$ cat src/rtl/fd_pkg.sv
// Shared definitions for the fetch/decode slice: opcode map, FSM encoding and
// instruction field positions.
package fd_pkg;

  localparam logic [2:0] OP_SOMA = 3'b000;
  localparam logic [2:0] OP_SUB  = 3'b001;
  localparam logic [2:0] OP_DIV  = 3'b010;
  localparam logic [2:0] OP_MUL  = 3'b011;
  localparam logic [2:0] OP_MCLR = 3'b100;
  localparam logic [2:0] OP_HALT = 3'b101;
  localparam logic [2:0] OP_MRD  = 3'b110;
  localparam logic [2:0] OP_MWR  = 3'b111;

  typedef enum logic [1:0] {
    ST_FETCH = 2'b00,
    ST_ISSUE = 2'b01,
    ST_HALT  = 2'b10
  } fd_state_e;

  localparam int OPCODE_MSB = 31;
  localparam int OPCODE_LSB = 29;
  localparam int FONTE_MSB  = 28;
  localparam int FONTE_LSB  = 27;
  localparam int DEST_MSB   = 26;
  localparam int DEST_LSB   = 25;
  localparam int IMM_MSB    = 24;
  localparam int IMM_LSB    = 0;

  function automatic logic is_halt(input logic [2:0] op);
    return (op == OP_HALT);
  endfunction

endpackage

$ cat src/rtl/instr_decode.sv
// Pure field extraction from a 32-bit instruction word.
module instr_decode
  import fd_pkg::*;
(
  input  logic [31:0] ir,
  output logic [2:0]  opcode,
  output logic [1:0]  fonte_a,
  output logic [1:0]  dest,
  output logic [24:0] imediato
);

  assign opcode   = ir[OPCODE_MSB:OPCODE_LSB];
  assign fonte_a  = ir[FONTE_MSB:FONTE_LSB];
  assign dest     = ir[DEST_MSB:DEST_LSB];
  assign imediato = ir[IMM_MSB:IMM_LSB];

endmodule

$ cat src/rtl/fetch_decode.sv
// Fetch/issue front end with a ready/valid handshake to control and a HALT state.
// Optional back-to-back issue when FD_PIPELINE_EN is defined.
module fetch_decode
  import fd_pkg::*;
#(
  parameter logic [31:0] RESET_PC = 32'h0000_0000,
  parameter logic [31:0] PC_STEP  = 32'd1
) (
  input  logic        clk,
  input  logic        reset,
  output logic [31:0] Read_PC,
  input  logic [31:0] Instruction,
  output logic        dec_valid,
  input  logic        dec_ready,
  output logic [2:0]  opcode,
  output logic [1:0]  fonte_a,
  output logic [1:0]  dest,
  output logic [24:0] imediato,
  output logic [31:0] pc_out,
  output logic        halted,
  input  logic        resume
);

  fd_state_e   state_r, state_s;
  logic [31:0] pc_r, pc_s;
  logic [31:0] ir_r, ir_s;
  logic [31:0] pc_out_r, pc_out_s;
  logic        dec_valid_r, dec_valid_s;
  logic        halted_r, halted_s;
  logic [31:0] pc_inc_s;
  logic [31:0] fetch_pc_s;
  logic        handshake_s;

  assign pc_inc_s    = pc_r + PC_STEP;
  assign handshake_s = dec_valid_r & dec_ready;

  // Next-state, next-register and fetch-address logic.
  always_comb begin
    state_s     = state_r;
    pc_s        = pc_r;
    ir_s        = ir_r;
    pc_out_s    = pc_out_r;
    dec_valid_s = dec_valid_r;
    halted_s    = halted_r;
    fetch_pc_s  = pc_r;
    case (state_r)
      ST_FETCH: begin
        ir_s        = Instruction;
        pc_out_s    = pc_r;
        dec_valid_s = 1'b1;
        state_s     = ST_ISSUE;
      end
      ST_ISSUE: begin
        if (handshake_s) begin
          pc_s = pc_inc_s;
          if (is_halt(opcode)) begin
            state_s     = ST_HALT;
            dec_valid_s = 1'b0;
            halted_s    = 1'b1;
          end else begin
`ifdef FD_PIPELINE_EN
            // Fetch the successor in the handshake cycle so control sees it next cycle.
            fetch_pc_s  = pc_inc_s;
            ir_s        = Instruction;
            pc_out_s    = pc_inc_s;
            state_s     = ST_ISSUE;
`else
            state_s     = ST_FETCH;
            dec_valid_s = 1'b0;
`endif
          end
        end else begin
          state_s = ST_ISSUE;
        end
      end
      ST_HALT: begin
        if (resume) begin
          state_s  = ST_FETCH;
          halted_s = 1'b0;
        end else begin
          state_s  = ST_HALT;
        end
      end
      default: begin
        state_s     = ST_FETCH;
        dec_valid_s = 1'b0;
        halted_s    = 1'b0;
      end
    endcase
  end

  // State and datapath registers; reset wins over any handshake or resume.
  always_ff @(posedge clk) begin
    if (reset) begin
      state_r     <= ST_FETCH;
      pc_r        <= RESET_PC;
      ir_r        <= 32'h0000_0000;
      pc_out_r    <= 32'h0000_0000;
      dec_valid_r <= 1'b0;
      halted_r    <= 1'b0;
    end else begin
      state_r     <= state_s;
      pc_r        <= pc_s;
      ir_r        <= ir_s;
      pc_out_r    <= pc_out_s;
      dec_valid_r <= dec_valid_s;
      halted_r    <= halted_s;
    end
  end

  instr_decode u_decode (
    .ir       (ir_r),
    .opcode   (opcode),
    .fonte_a  (fonte_a),
    .dest     (dest),
    .imediato (imediato)
  );

  assign Read_PC   = fetch_pc_s;
  assign pc_out    = pc_out_r;
  assign dec_valid = dec_valid_r;
  assign halted    = halted_r;

endmodule

$ cat config.mk
export PLATFORM = sky130hd
export DESIGN_NAME = fetch_decode
export DESIGN_NICKNAME = d
export VERILOG_FILES = /design/src/rtl/fd_pkg.sv /design/src/rtl/instr_decode.sv /design/src/rtl/fetch_decode.sv
export SDC_FILE = /design/constraint.sdc
export NUM_CORES = 1
export LEC_CHECK = 0
export CORE_MARGIN = 5
export CORE_UTILIZATION = 30
export DETAILED_ROUTE_END_ITERATION = 10
export DONT_BUFFER_PORTS = 1
export GPL_ROUTABILITY_DRIVEN = 1
export PLACE_DENSITY = 0.47
export SLEW_MARGIN = 20
export SYNTH_ARGS = -nofsm -noshare
export SYNTH_HDL_FRONTEND = slang
export SYNTH_SLANG_ARGS = --single-unit
$ cat constraint.sdc
create_clock -name clk -period 4.1 [get_ports clk]
set_clock_uncertainty 0.05 [all_clocks]
set_input_delay 0.205 -clock clk [delete_from_list [all_inputs] [get_ports clk]]
set_output_delay 0.205 -clock clk [all_outputs]
set_load 0.005 [all_outputs]
After elaboration in Yosys (flattened, before gate mapping):

Cells that the tools add are included.

* mux-type cells: 10
* bitwise operators: 3
* magnitude comparators: 0
* add/subtract/negate cells: 1
* div/mod/pow operators: 0
* multiply operators: 0
* shift operators: 0
* reductions and logical operators: 4
* equality and inequality tests: 6

Operators with widths (count)
* 32-bit by 1-bit adder with 32-bit output, second input constant: 1
* 2-bit 2-to-1 mux: 3
* 2-bit != test, second input constant: 3
* 1-bit one-hot mux with 3 select lines: 2
* 2-bit one-hot mux with 3 select lines: 1
* 1-bit 2-to-1 mux: 4
* 2-bit AND reduction: 2
* 4-bit AND reduction: 1
* 3-bit == test, second input constant: 1
* 2-bit by 1-bit == test with 1-bit output, second input constant: 1
* 2-bit == test, second input constant: 1
* 2-bit zero test: 1
* 1-bit inverter: 2
* 1-bit AND: 1

* ROM bits: 0
* bits in writable memories: 0
* word-level logic and storage cells: 30
* bits of input ports: 36
* latch bits: 0
* register bits: 100
* memories: 0

Logic depth before layout (Yosys ltp):

* depth after elaboration: 4
* depth in mapped cells: 7
* gate-level depth less buffers: 5

Cells and area by module:

Synthesis repeated with hierarchy kept, for this count alone.

* cell total of the unflattened synthesis: 515
* area, all modules: 4282.9 um2

Modules (own cells, without submodules)
* fetch_decode: instances 1, cells an instance 483, area an instance 4042.6 um2, seq. area each 2001.9 um2
* instr_decode: instances 1, cells an instance 32, area an instance 240.2 um2, seq. area each 0.0 um2

Worst setup path after synthesis:

OpenSTA, ideal clock, no wires.

* kind: reg2reg
* from: reg pc_r[4], in the netlist Read_PC[4]
* to: reg pc_r[31], in the netlist Read_PC[31]
* stages on the path, launching flop included: 6
* path slack: 2.344 ns
* clock period less this slack: 1.756 ns
* setup time: 0.121 ns
* path buffers: 1
* data arrival time: 1.585 ns
* path through: dfxtp_1 > and4_4 > nand4_4 > buf_6 > nor4_1 > mux2_2

* longest elaborated chain between the ends: 1

Ends and longest elaborated chain
* start, declared: line fetch_decode.sv:25 `logic [31:0] pc_r, pc_s;`
* start signal, assigned: line fetch_decode.sv:103 `pc_r <= pc_s;`
* 32-bit by 1-bit adder with 32-bit output: line fetch_decode.sv:34 `assign pc_inc_s = pc_r + PC_STEP;`

No other way between the ends.
A chain may end at the register's enable or synchronous reset.

Worst setup path after layout:

* from: reg pc_r[0], in the netlist Read_PC[0]
* to: reg pc_r[26], in the netlist Read_PC[26]

The elaborated chain is that of the path after synthesis.

==> out/results.txt <==
Status: complete, no violations
CTS tree: yes
Slew @ Worst Pin: 701 ps
Top cell type's share of synthesized area: 51.0%
Antenna violations before repair: 0
Post-synth top cells: nand2_1 (141), dfxtp_1 (100), a21oi_1 (87)
Skew-Pair Late Insertion Delay: 350 ps
Hold_ws: 31.2 ps
Post-synthesis sequential area ratio: 51.0%
Cells after Synth: 481
Area leader, netlist: dfxtp_1
Clk sinks: 100
Mapped cell area: 3930 µm²
Total negative slack: 0 ps
Vias: 3,369
Synth cell types: 36
Reg-to-reg setup timing slack: 1850 ps
GRT Total Usage: 14.0%
DP HPWL: 7.08 mm
H-tree depth: 3
Max Cap Violations: 0
Max Buffers Root-to-Sink: 2
Post-DRT Antenna Nets: 0
Post-synthesis xor/xnor area fraction: 1.78%
Die area: 15,500 µm²
Main area contributors after synthesis: dfxtp_1 (51%), nand2_1 (13%), a21oi_1 (11%)
Largest net degree at the start of global routing: 100
Adder-cell share of the synthesized area: 0.318%
Top delay family on crit path: simple AND/OR/NAND/NOR gates
Unrepaired setup endpoints after global routing: no
Grt total ovfl: 0
Initial DRT Pass Iterations: 5
Placed Cells: 622
I/O Buffers: 0
Root Buffer: clkbuf_16
Slowest-stage cell, CP: or4_1
Synthesized flop and latch total: 100
Crit path time final: 2250 ps
First-pass GRT wire length: 17.9 mm
Clk slew on worst S/H paths: 70 ps
Post-synthesis mux area share: 0.541%
Final worst slack: 1850 ps
Post-synthesis compound-gate area fraction: 15.5%
Die Wd: 124 µm
Iter 0 DRT Violations: 212
Worst rel slew slack: 53.3%
Arr. time, crit path: 2480 ps
CTS-repair resized insts: 0
Final hold viol count: 0
Post-Synth Simple-Gate Area: 26.9%
Max FO, Critical Path: 13
I/O pins: 134
Design Power: 0.00202 W
Worst setup SP type: flop
Row Count: 41
Nets: 532
CP Cell Sequence: ha_1 -> and4_1 -> nand4_1 -> or4_1 -> a21oi_1
Non-Filler Instances: 672
Fmax: 444 MHz
Vias in the first global route: 3,285
Drc violations: 0
Peak VDD IR: 0.243 mV
Bufs and invs on worst path: 0
GP Congestion: 0.731
Worst slack at placement: 1850 ps
CP Class: flop to flop
Core Area: 12,700 µm²
Leak: 1.61 nW
Cell with the most instances after synthesis: nand2_1
P per Cell Area: 430 nW/µm²
Crit share post-route: 54.9%
Total Wirelength: 10.7 mm
Max incr delay on CP: 530 ps
Ys flop type: dfxtp_1
Die Y: 124 µm
Avg Inst Size Synth: 8.17 µm²
CTS buffer count: 9
Syn Nets: 518
Main combinational cell family by area after synthesis: simple AND/OR/NAND/NOR gates
Setup bufs post-CTS: 0
Worst Hold Class: input port to flop
Avg WL per Cell: 16.0 µm
Area growth syn-to-layout: 19.6%
Yosys warnings: 0
Initial Utilization: 30.9%
Number of max-slew violations in the final report: 0
Share of cells above drive strength 1: 5.60%
Critical Path Sink Type: flop
Req. time, crit path: 4330 ps
EDFF count, synth: 0
N_diodes: 0
Async SR Flop Fraction: 0%
Via density: 5.01
Final setup viols: 0
Fillers: 1,357
-- through the flow --
stage | cell area, µm² | util, %
2_1_floorplan | 3930 | -
3_3_place_gp | 4020 | 31.6
3_5_place_dp | 4020 | 31.6
4_1_cts | 4700 | 36.9
5_1_grt | 4700 | 36.9
6_report | 4700 | 36.9
-- final cells by class --
| cell class | instances | area (µm²) | share of cell area (%) |
|---|---|---|---|
| multi-input combinational | 345 | 1780 | 37.8 |
| clock inverter | 2 | 38.8 | 0.825 |
| timing repair buffer | 36 | 373 | 7.93 |
| tap | 172 | 215 | 4.58 |
| inverter | 3 | 11.3 | 0.240 |
| clock buffer | 14 | 284 | 6.04 |
| sequential | 100 | 2000 | 42.6 |
-- logic make-up (layout without fill, tap and decap cells) --
group / count (synthesis) / after routing
fa+ha+maj: 1 / 1
mux: 2 / 2
flops: 100 / 100
simple gates: 221 / 221
compound gates: 113 / 113
xor+xnor: 8 / 8
buf+inv: 36 / 55
-- power by group --
group	switching (W)	internal, W	total [W]
clock network	0.000360	0.000542	0.000902
logic	0.0000620	0.0000411	0.000103
registers	0.0000208	0.000993	0.00101
-- cells in the final DEF (no fill, tap or decap), drive strengths merged --
cell type and instances:
xnor2 1, and2 4, dfxtp 100, buf 3
o31ai 13, mux2i 1, ha 1, a31oi 1
a21oi 87, nand3 9, o31a 1, nand2 141
inv 4, nor2b 1, and3b 1, or2 1
nor2 15, and4 4, nor4 2, dlygate4sd3 33
and4b 1, mux2 1, and3 6, clkbuf 14
bufinv 1, nand4 12, o21ai 10, o21ba 1
nor3 3, or4 14, xor2 7, or3 7
-- state kept, by name, indices dropped and copies added, names as in the netlist --
register and cells:
Read_PC 32, dec_valid 1, halted 1, ir_r 32
pc_out 32, state_r 2
-- final timing paths --
path	depth (start not counted)	end	startpoint
hold / removal	2	Read_PC[31]	reset
hold reg to reg	2	ir_r[0]	ir_r[0]
setup reg to reg	5	Read_PC[26]	Read_PC[0]
setup / recovery	5	Read_PC[26]	Read_PC[0]
-- routing by layer --
layer	up-vias	GRT usage (%)	wire length, µm
met2	99	22.7	5100
li1	1687	-	-
met3	10	6.39	908
met4	0	4.90	201
met5	-	0	0
met1	1573	16.4	4520
-- what timing repair did --
| item | in CTS | in global routing |
|---|---|---|
| endpoints found under the hold margin | 99 | 0 |
| hold buffers | 34 | 0 |
| endpoints found under the setup margin | 0 | 0 |
(Power assumes the default switching activity.)
